**config.mk**
```make
export PLATFORM = sky130hd
export DESIGN_NAME = dmem_arbiter
export DESIGN_NICKNAME = d
export VERILOG_FILES = /design/src/rtl/dmem_arb_pkg.sv /design/src/rtl/rr_pick2.sv /design/src/rtl/dmem_arbiter.sv
export SDC_FILE = /design/constraint.sdc
export NUM_CORES = 1
export LEC_CHECK = 0
export ABC_AREA = 1
export BUFFER_PORTS_ARGS = -buffer_cell sky130_fd_sc_hd__buf_2
export CORE_ASPECT_RATIO = 1.75
export CORE_MARGIN = 3
export CORE_UTILIZATION = 30
export CTS_BUF_LIST = sky130_fd_sc_hd__clkbuf_4 sky130_fd_sc_hd__clkbuf_8
export DETAILED_ROUTE_END_ITERATION = 12
export SLEW_MARGIN = 15
export SYNTH_ARGS = -nofsm -noshare
export SYNTH_HDL_FRONTEND = slang
export SYNTH_SLANG_ARGS = --single-unit
```
**constraint.sdc**
```tcl
create_clock -name clk -period 2.5 [get_ports clk]
set_clock_uncertainty 0.15 [all_clocks]
set_input_delay 0.5 -clock clk [delete_from_list [all_inputs] [get_ports clk]]
set_output_delay 0.5 -clock clk [all_outputs]
set_load 0.02 [all_outputs]
```
**src/rtl/dmem_arb_pkg.sv**
```systemverilog
// rtl/dmem_arb_pkg.sv - shared state encoding and default widths for dmem_arbiter
// Purpose: FSM state codes and default address/data widths for the arbiter.
package dmem_arb_pkg;

  localparam int DMEM_ADDR_W = 5;
  localparam int DMEM_DATA_W = 8;

  localparam logic [1:0] ST_IDLE  = 2'd0;
  localparam logic [1:0] ST_GRANT = 2'd1;
  localparam logic [1:0] ST_ACK   = 2'd2;

  typedef enum logic [1:0] {
    S_IDLE  = ST_IDLE,
    S_GRANT = ST_GRANT,
    S_ACK   = ST_ACK
  } state_e;

endpackage

```
**src/rtl/rr_pick2.sv**
```systemverilog
// rtl/rr_pick2.sv - combinational two-way round-robin picker
// Purpose: choose one of two requesters, favouring the one not granted last.
// Ports:
//   req[1:0]    in   request per port
//   last_grant  in   port that won the previous arbitration
//   valid       out  at least one request present
//   winner      out  selected port index
module rr_pick2 (
  input  logic [1:0] req,
  input  logic       last_grant,
  output logic       valid,
  output logic       winner
);

  assign valid  = |req;
  // On a tie the port that did not win last time goes next; otherwise the
  // lone requester wins (req[1] alone -> 1, req[0] alone -> 0).
  assign winner = (&req) ? ~last_grant : req[1];

endmodule

```
**src/rtl/dmem_arbiter.sv**
```systemverilog
// rtl/dmem_arbiter.sv - round-robin arbiter and sequencer for the single-port data memory
// Purpose: serialise port 0 (fetch) and port 1 (load/store) accesses to the
// memory, drive a one-cycle write strobe and return registered read data with
// a one-cycle acknowledge.
// Ports:
//   clk, rst_n                       clock, asynchronous active-low reset
//   r0_*/r1_* req/we/addr/wdata      requester command inputs
//   r0_*/r1_* ack/rdata              completion pulse and held read result
//   mem_address/mem_write_data       memory address and write data
//   mem_write_sig                    one-cycle write strobe
//   mem_read_data                    combinational memory read data
//   busy                             transaction in progress
module dmem_arbiter
  import dmem_arb_pkg::*;
#(
  parameter int ADDR_W = DMEM_ADDR_W,
  parameter int DATA_W = DMEM_DATA_W
) (
  input  logic              clk,
  input  logic              rst_n,
  input  logic              r0_req,
  input  logic              r0_we,
  input  logic [ADDR_W-1:0] r0_addr,
  input  logic [DATA_W-1:0] r0_wdata,
  input  logic              r1_req,
  input  logic              r1_we,
  input  logic [ADDR_W-1:0] r1_addr,
  input  logic [DATA_W-1:0] r1_wdata,
  output logic              r0_ack,
  output logic [DATA_W-1:0] r0_rdata,
  output logic              r1_ack,
  output logic [DATA_W-1:0] r1_rdata,
  output logic [ADDR_W-1:0] mem_address,
  output logic [DATA_W-1:0] mem_write_data,
  output logic              mem_write_sig,
  input  logic [DATA_W-1:0] mem_read_data,
  output logic              busy
);

  state_e            state_q, state_d;
  logic              last_grant_q, last_grant_d;
  logic              cur_id_q, cur_id_d;
  logic              cmd_we_q, cmd_we_d;
  logic [ADDR_W-1:0] mem_address_q, mem_address_d;
  logic [DATA_W-1:0] mem_write_data_q, mem_write_data_d;
  logic              mem_write_sig_q, mem_write_sig_d;
  logic              r0_ack_q, r0_ack_d;
  logic              r1_ack_q, r1_ack_d;
  logic [DATA_W-1:0] r0_rdata_q, r0_rdata_d;
  logic [DATA_W-1:0] r1_rdata_q, r1_rdata_d;

  logic pick_valid;
  logic pick_winner;

  rr_pick2 u_pick (
    .req        ({r1_req, r0_req}),
    .last_grant (last_grant_q),
    .valid      (pick_valid),
    .winner     (pick_winner)
  );

  always_comb begin
    state_d          = state_q;
    last_grant_d     = last_grant_q;
    cur_id_d         = cur_id_q;
    cmd_we_d         = cmd_we_q;
    mem_address_d    = mem_address_q;
    mem_write_data_d = mem_write_data_q;
    mem_write_sig_d  = 1'b0;
    r0_ack_d         = 1'b0;
    r1_ack_d         = 1'b0;
    r0_rdata_d       = r0_rdata_q;
    r1_rdata_d       = r1_rdata_q;

    case (state_q)
      S_IDLE: begin
        // Command is captured here only; later input changes are ignored.
        if (pick_valid) begin
          state_d          = S_GRANT;
          last_grant_d     = pick_winner;
          cur_id_d         = pick_winner;
          cmd_we_d         = pick_winner ? r1_we    : r0_we;
          mem_address_d    = pick_winner ? r1_addr  : r0_addr;
          mem_write_data_d = pick_winner ? r1_wdata : r0_wdata;
          // Registered so the strobe is high for exactly the GRANT cycle.
          mem_write_sig_d  = pick_winner ? r1_we    : r0_we;
        end
      end
      S_GRANT: begin
        state_d = S_ACK;
        if (cur_id_q) r1_ack_d = 1'b1;
        else          r0_ack_d = 1'b1;
        if (!cmd_we_q) begin
          if (cur_id_q) r1_rdata_d = mem_read_data;
          else          r0_rdata_d = mem_read_data;
        end
      end
      S_ACK: begin
        state_d = S_IDLE;
      end
      default: begin
        state_d = S_IDLE;
      end
    endcase
  end

  always_ff @(posedge clk or negedge rst_n) begin
    if (!rst_n) begin
      state_q          <= S_IDLE;
      last_grant_q     <= 1'b1;
      cur_id_q         <= 1'b0;
      cmd_we_q         <= 1'b0;
      mem_address_q    <= '0;
      mem_write_data_q <= '0;
      mem_write_sig_q  <= 1'b0;
      r0_ack_q         <= 1'b0;
      r1_ack_q         <= 1'b0;
      r0_rdata_q       <= '0;
      r1_rdata_q       <= '0;
    end else begin
      state_q          <= state_d;
      last_grant_q     <= last_grant_d;
      cur_id_q         <= cur_id_d;
      cmd_we_q         <= cmd_we_d;
      mem_address_q    <= mem_address_d;
      mem_write_data_q <= mem_write_data_d;
      mem_write_sig_q  <= mem_write_sig_d;
      r0_ack_q         <= r0_ack_d;
      r1_ack_q         <= r1_ack_d;
      r0_rdata_q       <= r0_rdata_d;
      r1_rdata_q       <= r1_rdata_d;
    end
  end

  assign busy           = (state_q != S_IDLE);
  assign mem_address    = mem_address_q;
  assign mem_write_data = mem_write_data_q;
  assign mem_write_sig  = mem_write_sig_q;
  assign r0_ack         = r0_ack_q;
  assign r1_ack         = r1_ack_q;
  assign r0_rdata       = r0_rdata_q;
  assign r1_rdata       = r1_rdata_q;

endmodule

```
; Word-level counts from Yosys, hierarchy flattened
; Cells that the tools add are included.
[classes]
n_eq_ne = 2
n_mux = 12
bitwise_logic = 3
n_reduce_logical = 7
[ops]
columns = op, count
row1 = 1-bit 2-to-1 mux, 8
row2 = 8-bit 2-to-1 mux, 1
row3 = 3-bit AND reduction, 2
row4 = 5-bit 2-to-1 mux, 1
row5 = 2-bit one-hot mux with 2 select lines, 1
row6 = 2-bit AND reduction, 2
row7 = 1-bit inverter, 3
row8 = "2-bit by 1-bit equality test with 1-bit output, second input constant", 1
row9 = 2-bit logical NOT, 1
row10 = 2-bit 2-to-1 mux, 1
row11 = "2-bit != test, second input constant", 1
row12 = 2-bit nonzero test, 1
row13 = 2-bit OR reduction, 1
[word_totals]
reg_bits = 37
input_bits = 40
output_inout_bits = 33

; Longest topological paths before layout
; Gate-level depths: netlist of run 1.
[depth]
word_depth = 5
depth_mapped = 7
ltp_nobuf = 6

; By module
; A second synthesis of run 1 with hierarchy kept.
[unflattened]
hier_cells = 202
hier_area_um2 = 1664.1
[by_module_without_submodules]
columns = mod, instances, cells_each, area_each_um2, seq_area_each_um2
row1 = dmem_arbiter, 1, 199, 1649.1, 927.1
row2 = rr_pick2, 1, 3, 15.0, 0.0

; Worst setup path before layout of run 1
; OpenSTA, ideal clock, no wires.
[synth_timing]
path_kind = input to register
startpoint = input r1_req
endpoint = register mem_address_q[0], in the netlist mem_address[0]
setup_ns = 0.117
t_arrival_ns = 1.077
slack_ns = 1.156
path_stages = 7
path_buffers = 2
cell_sequence = buf_6 nor2_4 nor2_8 inv_4 buf_6 nand2_1 nand2_1
[synth_via]
elab_chain_cells = 3
elab_cells_between_ends = 5
classes_between = mux (2) / reduce/logical (3)
[synth_lines]
columns = item, line
row1 = start: declaration, dmem_arbiter.sv:25  ; input logic r1_req,
row2 = 2-bit AND reduction, rr_pick2.sv:18  ; assign winner = (&req) ? ~last_grant : req[1];
row3 = 1-bit 2-to-1 mux, rr_pick2.sv:18
row4 = 5-bit 2-to-1 mux, dmem_arbiter.sv:83  ; mem_address_d = pick_winner ? r1_addr : r0_addr;
row5 = end signal: assignment, dmem_arbiter.sv:125  ; mem_address_q <= mem_address_d;
row6 = end: declaration, dmem_arbiter.sv:44  ; logic [ADDR_W-1:0] mem_address_q, mem_address_d;
; Several ways; a longest one is shown, not always the timed one.
; A chain may end at the register's enable or synchronous reset.

; Final worst setup path of run 1
[layout_timing]
startpoint = register state_q[1]
endpoint = output busy
[layout_via]
elab_chain_cells = 1
[layout_lines]
columns = item, line
row1 = start: declaration, dmem_arbiter.sv:40  ; state_e state_q, state_d;
row2 = start signal: assignment, dmem_arbiter.sv:121  ; state_q <= state_d;
row3 = 2-bit nonzero test, dmem_arbiter.sv:135  ; assign busy = (state_q != S_IDLE);
row4 = end: declaration, dmem_arbiter.sv:37  ; output logic busy
; No other way between the ends.

==> results.toml, run 1 <==
[timing]
timing.fmax_mhz = 590
slew_headroom_pct = 44.2
timing.final.crit_share_pct = 67.8
grt_setup_unrepaired = "no"
finalHoldViolCount = 0
tightestPinTransition_ns = 0.837
report.final.setup_viol = 0
setup_slack_ns = 0.806
period_needed_ns = 1.69
setup_tns_ns = 0
drv_slew = 0

[setup_path]
path_cells = "inv_2 > nand2_2 > buf_2"
cp.required_ns = 1.85
cp.arrival_ns = 1.04
worst-r2r-cell-count = 5
path_class = "reg -> out"
worstReg2RegStart = "last_grant_q$_DFFE_PN1P_"
cp_slowest_cell = "dfrtp_1"
crit_path_start_kind = "flop"
cp_max_fo = 2
worstReg2RegEnd = "mem_write_data[1]$_DFFE_PN0P_"
r2r_slack_ns = 0.85
cp-end-kind = "primary output"
cpPeakStageDelay_ns = 0.41

[layout]
fin_area_sq_um = 2170
num_antenna_cells = 0
stdcell_count = 351
fin_nets = 316
drive_gt1_share_pct = 32.9
area_growth_pct = 27.0
fillers = 619

[clocking]
clk_pin_slew_worst_paths_ns = 0.08
cts_inserted_buffers = 5
clockBufferDepth = 2
htreeDepth = 2
ctsHoldBuffers = 0
insertion_delay_ns = 0.28
cts_setup_buffers = 0
cts_tree = "yes"
cts-root-buf = "clkbuf_8"
clock_sinks = 37
cts.repair.resized = 0

[placed_design]
dp.cells = 343
dp_hpwl_mm = 2.96
pre_cts_ws_ns = 0.746
post_dp_cell_area_sq_um = 2080
portBuffers = 72
gp_congestion = 0.705

[die]
rows = 35
die_h_um = 106
dieArea_sq_um = 6670
coreArea_sq_um = 5390
io_pins = 73
start_util_pct = 31.7
die_w_um = 63.0

[routing]
post-route-drc-count = 0
via_per_inst = 4.23
routed_wl_mm = 3.94
dr.first_iter.drc_count = 19
dr.pass1.iters = 4
ant_nets = 0
wl_per_cell_um = 11.2
dr_total_vias = 1486

[global_routing]
grtUsageMet1_pct = 13.8
antenna_found_initial = 0
grt.busiest_layer = "met2"
grt_first_pass_wirelength_mm = 6.61
grt_use_met2_pct = 22.9
grt_max_degree = 38
grt_use_total_pct = 12.6
grt_util_met3_pct = 2.99
grt-ovfl-total = 0
grt_pass1_vias = 1478

[logic_synthesis]
yosysWarnings = 0
synthFlopType = "dfrtp_1"
synth_largest_area_cell = "dfrtp_1"
yosys.cell_count.top_type = "nand2_1"
synth_common_cells = "61 x nand2_1, 39 x inv_1, 36 x dfrtp_1"
syn-num-nets = 245
async_flop_share_pct = 100
synth.cell_area_sq_um = 1710
synth.avg_cell_area_sq_um = 8.33
yosys_register_bits = 37
ys_types = 16
synth_top_area_share_pct = 52.7
synthCells = 205
synth_area_leaders = "dfrtp_1 53%, nand2_1 13%, inv_1 8.6%, nand3_1 8.2%, o21ai_0 4.4%"
seq_area_frac_synth_pct = 54.3
synth_edf_count = 0

[power]
fin_total_pwr_mw = 2.68
peakVddDrop_v = 0.000644
powerDensity_nw_per_um2 = 1230
static-leakage-power_nw = 1.31

[run_status]
status = "completed"

[job]
maxCapViolations = 0

[min_path]
worst_hold_path_type = "in -> async"
power breakdown:
| group | total (mW) | switching [mW] | internal (mW) |
|---|---|---|---|
| Combinational | 1.23 | 0.836 | 0.395 |
| Sequential | 1.04 | 0.145 | 0.899 |
| Clock | 0.404 | 0.200 | 0.204 |
critical path, delay by kind of cell, from the launching register on:
family	cells	cell delay [ns]
flip-flops	1	0.41
buffers and inverters	2	0.24
AND/OR/NAND/NOR	1	0.12
state kept, by name, indices dropped and copies added, names as in the netlist:
register	cells
cur_id_q	1
r0_ack	1
cmd_we_q	1
r1_rdata	8
mem_write_data	8
mem_address	5
r1_ack	1
mem_write_sig	1
state_q	2
last_grant_q	1
r0_rdata	8
placed cells by master, fill, tap and decap left out:
cell type / count
buf_2: 72
nand2_1: 61
inv_1: 39
dfrtp_1: 36
nand3_1: 28
o21ai_0: 15
clkbuf_8: 5
nor2_1: 4
nand2_2: 4
inv_2: 2
nor2_4: 2
o21ai_1: 2
clkinv_2: 2
nor2_8: 1
inv_4: 1
nand4_1: 1
clkbuf_4: 1
dfstp_2: 1
how the worst max path moves through the flow:
stage                                   startpoint                          to  slack [ns]  cells after the start
after floorplan                             r1_req  mem_address[0]$_DFFE_PN0P_        1.16                      7
after global placement                      r0_req        cmd_we_q$_DFFE_PN0P_        0.76                      6
after detailed placement                    r0_req        cmd_we_q$_DFFE_PN0P_        0.75                      6
after CTS                   state_q[1]$_DFFE_PN0P_                        busy        0.78                      3
after global routing      last_grant_q$_DFFE_PN1P_        cmd_we_q$_DFFE_PN0P_        0.67                      5
final                       state_q[1]$_DFFE_PN0P_                        busy        0.81                      3
metal layers:
layer,wire length (um),up-vias
li1,-,755
met1,1550,680
met2,2120,46
met3,199,5
met4,67,0
met5,0,-
metrics by stage:
stage	hold WS (ns)	util [%]
after floorplan	0.0544	-
after global placement	0.301	38.7
after detailed placement	0.310	38.7
after CTS	0.200	40.3
after global routing	0.224	40.3
final	0.166	40.3
area by class of cell:
type | instances | area, sq um | share of cell area [%]
Clock buffer | 6 | 76.3 | 3.52
Timing Repair Buffer | 72 | 360 | 16.6
Clock inverter | 2 | 10.0 | 0.461
Multi-Input combinational cell | 118 | 543 | 25.0
Inverter | 42 | 160 | 7.38
Sequential cell | 37 | 927 | 42.7
Tap cell | 74 | 92.6 | 4.27
logic make-up (layout without fill, tap and decap cells):
kind of cell	Yosys count	after routing	synth area share, %
and+or+nand+nor	101	101	26.8
DFF	37	37	54.3
AOI/OAI and AO/OA	17	17	4.98
buffers and inverters	50	122	13.9
(Power assumes the default switching activity.)
==> inputs of run 2 (changes only) <==
- clock period: 2.5 -> 1.71 ns (I/O delays scaled with it)
==> run 2 against run 1 <==
  * Non-clock buffer count grew 6
  * Worst hold slack gained 0.0072 ns
  * Critical path depth is the same
  * Register-to-register slack lost 0.50 ns
  * First-iteration DRC count shrank 26%
  * Cell count grew 1.7%
  * Largest power group unchanged
  * Core utilization grew 1.7 points
  * Cell area grew 4.3%
==> results.toml, run 2 (synthesis results as in run 1) <==
[run_status]
status = "completed"

[power]
peakVddDrop_v = 0.000777
static-leakage-power_nw = 1.35
powerDensity_nw_per_um2 = 1830

[setup_path]
path_buf_inv = 2
cp-end-kind = "primary output"
cp_max_fo = 2
cp_top_family = "flip-flops"
cp.required_ns = 1.22
path_class = "reg -> out"
cp_slowest_cell = "dfrtp_1"
path_cells = "inv_2 > nand2_2 > buf_2"
startpoint = "state_q[1]$_DFFE_PN0P_"
crit_path_start_kind = "flop"
cpPeakStageDelay_ns = 0.41
worstReg2RegStart = "state_q[1]$_DFFE_PN0P_"
cp.arrival_ns = 1.06

[min_path]
worst_hold_path_type = "in -> reg"
hp-start = "mem_read_data[3]"

[layout]
area_growth_pct = 32.5
final_common_cell = "buf_2"
num_antenna_cells = 0
fin_nets = 322
drive_gt1_share_pct = 33.9
layout_common_cells = "72 x buf_2, 61 x nand2_1, 39 x inv_1"

[routing]
dr.first_iter.drc_count = 14
dr_total_vias = 1505
dr.pass1.iters = 4
routed_wl_mm = 3.86
ant_nets = 0
wl_per_cell_um = 10.8
post-route-drc-count = 0
via_per_inst = 4.22

[global_routing]
grt_use_total_pct = 12.4
grt_max_degree = 20
grt_first_pass_wirelength_mm = 6.56
grt-ovfl-total = 0
antenna_found_initial = 0
grt_pass1_vias = 1515

[die]
start_util_pct = 31.7
coreArea_sq_um = 5390
die_h_um = 106
io_pins = 73
rows = 35
dieArea_sq_um = 6670
die_w_um = 63.0

[timing]
timing.final.crit_share_pct = 90.5
period_needed_ns = 1.55
holdWs_ns = 0.173
finalHoldViolCount = 0
setup_tns_ns = 0
timing.fmax_mhz = 646
slew_headroom_pct = 81.5
grt_setup_unrepaired = "no"
drv_slew = 0
report.final.setup_viol = 0
tightestPinTransition_ns = 0.277

[clocking]
cts_inserted_buffers = 5
clockBufferDepth = 2
cts_tree = "yes"
insertion_delay_ns = 0.28
htreeDepth = 2
cts-root-buf = "clkbuf_8"
clock_sinks = 37
cts_setup_buffers = 0
cts.repair.resized = 0
clk_pin_slew_worst_paths_ns = 0.07

[placed_design]
portBuffers = 72
dp_hpwl_mm = 3.07
gp_congestion = 0.739

[job]
maxCapViolations = 0
## run 2: cell types whose count changed in the layout (fill, tap and decap cells not counted)
cell	change
buf_12	+1
buf_4	+4
bufinv_16	+1
clkbuf_8	+1
clkinv_2	-2
dlygate4sd3_1	+1
## run 2: area by class of cell
| cell class | instances | area [sq um] |
|---|---|---|
| Inverter | 42 | 160 |
| Clock buffer | 7 | 90.1 |
| Timing Repair Buffer | 78 | 420 |
| Tap cell | 74 | 92.6 |
| Fill cell | 595 | 3120 |
| Multi-Input combinational cell | 118 | 543 |
| Sequential cell | 37 | 927 |
| Clock inverter | 1 | 30.0 |
## run 2: tightest hold or removal path, delay by kind of cell
family	cells	cell delay, ns
buf+inv	2	0.15
compound gates	1	0.07
## run 2: report_power, final
part           internal, mW  switching [mW]
registers              1.31           0.206
clock network         0.491           0.296
logic                 0.600            1.23
total                  2.40            1.73
## run 2: stage by stage
stage	total power, mW	area, sq um	utilization (%)	setup slack [ns]	cells
floorplan	2.82	1710	-	0.403	205
global placement	3.37	2130	39.6	0.348	348
detailed placement	3.41	2130	39.6	0.340	348
CTS	4.22	2260	42.0	0.139	357
global route	4.46	2260	42.0	0.0837	357
finish	4.13	2260	42.0	0.162	357
## run 2: timing repair
item                                   4_1_cts  5_1_grt
setup endpoints to repair                    0        0
hold buffers                                 1        0
endpoints found under the hold margin        7        0
## run 2: final timing paths
path / slack [ns] / end / cells past startpoint
worst max-delay path: 0.16 / busy / 3
worst min-delay path: 0.17 / r1_rdata[3]$_DFFE_PN0P_ / 3
worst max register to register: 0.35 / mem_write_data[0]$_DFFE_PN0P_ / 6
worst min register to register: 0.30 / r0_ack$_DFF_PN0_ / 1
max in group asynchronous: 0.58 / last_grant_q$_DFFE_PN1P_ / 3
min in group asynchronous: 0.31 / mem_address[3]$_DFFE_PN0P_ / 2
## run 2: routing by layer
metal,vias to the layer above,routed length [um],global-route usage (%)
met2,53,2070,23.0
met4,0,70,5.21
li1,770,-,-
met1,677,1450,12.9
met3,5,264,3.09
met5,-,0,0
==> inputs of run 3 (changes only) <==
- SYNTH_HIERARCHICAL: default -> 1
==> run 3 against run 2 <==
  * Register-to-register slack improved by 0.02 ns
  * Via count shrank 2.7%
  * First-iteration DRC count rose to 3.4 times the previous value
  * Die area decreased by 2.4%
  * Flip-flop and latch count is the same
  * Cell count is 0.84% lower
  * Non-clock buffer count down 1
  * Cell area down 2.7%
  * Critical endpoint unchanged
  * Largest power group unchanged
==> results.toml, run 3 <==
[layout]
stdcell_count = 354
fillers = 563
drive_gt1_share_pct = 34.3
area_growth_pct = 32.3
fin_nets = 319
layout_common_cells = "120 x nand2_1, 72 x buf_2, 36 x dfrtp_1"
num_antenna_cells = 0
utilization_pct = 41.6
final_common_cell = "nand2_1"

[timing]
grt_setup_unrepaired = "no"
tightestPinTransition_ns = 0.403
slew_headroom_pct = 73.2
setup_slack_ns = 0.238
timing.fmax_mhz = 679
report.final.setup_viol = 0
drv_slew = 0
finalHoldViolCount = 0
period_needed_ns = 1.47
setup_tns_ns = 0
timing.final.crit_share_pct = 86.1

[setup_path]
worstReg2RegEnd = "cmd_we_q$_DFFE_PN0P_"
path_depth = 3
path_cells = "inv_1 > nand2_2 > buf_2"
cpPeakStageDelay_ns = 0.41
cp.required_ns = 1.22
worstReg2RegStart = "last_grant_q$_DFFE_PN1P_"
path_buf_inv = 2
cp_slowest_cell = "dfrtp_1"
cp-end-kind = "primary output"
startpoint = "state_q[1]$_DFFE_PN0P_"
worstSetupEndpoint = "busy"
cp_top_family = "flip-flops"
cp_max_fo = 3
r2r_slack_ns = 0.37
cp.arrival_ns = 0.98
worst-r2r-cell-count = 6
path_class = "reg -> out"
crit_path_start_kind = "flop"

[logic_synthesis]
yosysWarnings = 6
yosys.cell_count.top_type = "nand2_1"
synth_common_cells = "120 x nand2_1, 36 x dfrtp_1, 17 x nand3_1"
syn-num-nets = 242
synth.cell_area_sq_um = 1660
async_flop_share_pct = 100
synth.avg_cell_area_sq_um = 8.24
synth_edf_count = 0
synth_largest_area_cell = "dfrtp_1"
synth_top_area_share_pct = 54.1
ys_types = 18
yosys_register_bits = 37
synthCells = 202
synthFlopType = "dfrtp_1"
synth_area_leaders = "dfrtp_1 54%, nand2_1 27%, nand3_1 5.1%, buf_6 2.0%, dfstp_2 1.6%"
seq_area_frac_synth_pct = 55.7

[die]
io_pins = 73
rows = 35
die_h_um = 105
coreArea_sq_um = 5300
die_w_um = 62.3
dieArea_sq_um = 6510
start_util_pct = 31.4

[routing]
dr_total_vias = 1464
dr.pass1.iters = 4
wl_per_cell_um = 10.5
dr.first_iter.drc_count = 47
routed_wl_mm = 3.71
post-route-drc-count = 0
via_per_inst = 4.14
ant_nets = 0

[job]
maxCapViolations = 0

[power]
powerDensity_nw_per_um2 = 1840
p_switching_mw = 1.80
internal_power_mw = 2.26
switching_share_pct = 44.2
static-leakage-power_nw = 1.33
p_comb_share_pct = 46.4
clkPwrFrac_pct = 15.9
seqPwrFrac_pct = 37.8
fin_total_pwr_mw = 4.06
peakVddDrop_v = 0.000734

[min_path]
worst_hold_path_type = "in -> reg"

[clocking]
clockBufferDepth = 2
ctsHoldBuffers = 1
cts_inserted_buffers = 5
clock_sinks = 37
cts-root-buf = "clkbuf_8"
cts.repair.resized = 0
cts_tree = "yes"
clk_pin_slew_worst_paths_ns = 0.07
insertion_delay_ns = 0.27
htreeDepth = 2
cts_setup_buffers = 0

[placed_design]
portBuffers = 72
dp.cells = 345
dp_hpwl_mm = 2.98
pre_cts_ws_ns = 0.268
gp_congestion = 0.736

[global_routing]
grt-ovfl-total = 0
antenna_found_initial = 0
grt_pass1_vias = 1454
grt_first_pass_wirelength_mm = 6.45
grt_max_degree = 22
grt_use_total_pct = 12.3

[run_status]
status = "completed"
==> run 3: cell count changes in the layout (fill, tap and decap cells not counted), moves of 2 or more <==
cell and change:
nand2_1 +59, inv_1 -34, o21ai_1 -2, nand2_2 -2, nand3_1 -11, o21ai_0 -15
nand2_4 +2
==> run 3: worst min path at each step <==
stage,startpoint,endpoint,slack (ns),cells after the start
2_1_floorplan,rst_n,cmd_we_q$_DFFE_PN0P_,-0.10,0
3_3_place_gp,rst_n,r0_rdata[0]$_DFFE_PN0P_,0.15,1
3_5_place_dp,rst_n,r0_rdata[2]$_DFFE_PN0P_,0.14,1
4_1_cts,mem_read_data[1],r1_rdata[1]$_DFFE_PN0P_,0.14,3
5_1_grt,mem_read_data[4],r1_rdata[4]$_DFFE_PN0P_,0.15,3
6_report,mem_read_data[1],r1_rdata[1]$_DFFE_PN0P_,0.16,3
==> run 3: metal layers <==
| layer | vias to the layer above | GRT usage (%) | wire [um] |
|---|---|---|---|
| met4 | 0 | 4.74 | 59 |
| met1 | 635 | 13.3 | 1510 |
| met5 | - | 0 | 0 |
| met2 | 54 | 22.5 | 1920 |
| met3 | 7 | 3.35 | 229 |
| li1 | 768 | - | - |
==> run 3: layout make-up <==
type | instances | area, sq um | area share [%]
Sequential cell | 37 | 927 | 42.1
Multi-Input combinational cell | 150 | 642 | 29.1
Timing Repair Buffer | 77 | 413 | 18.8
Clock buffer | 8 | 97.6 | 4.43
Tap cell | 74 | 92.6 | 4.20
Inverter | 8 | 30.0 | 1.36
==> run 3: through the flow <==
stage / hold slack, ns / instance area (sq um)
3_5_place_dp: 0.144 / 2090
2_1_floorplan: -0.104 / 1660
6_report: 0.156 / 2200
4_1_cts: 0.144 / 2200
3_3_place_gp: 0.148 / 2090
5_1_grt: 0.149 / 2200
==> run 3: power groups by stage <==
stage | registers [mW] | logic (mW) | clock network (mW)
6_report | 1.53 | 1.88 | 0.643
5_1_grt | 1.59 | 2.11 | 0.709
4_1_cts | 1.54 | 1.92 | 0.673
3_5_place_dp | 1.55 | 1.92 | 0
3_3_place_gp | 1.55 | 1.89 | 0
2_1_floorplan | 1.98 | 0.901 | 0
==> run 3: cells by family (layout without fill, tap and decap cells) <==
| family | after synthesis | in the layout | share of synthesized area [%] |
|---|---|---|---|
| buffers and inverters | 15 | 93 | 5.71 |
| and+or+nand+nor | 149 | 149 | 38.3 |
| DFF | 37 | 37 | 55.7 |
| AOI/OAI and AO/OA | 1 | 1 | 0.300 |
==> run 3: worst min-delay path, stage by stage <==
cell and delay (ns):
buf_2 0.09, nand3_1 0.07, nand2_1 0.06
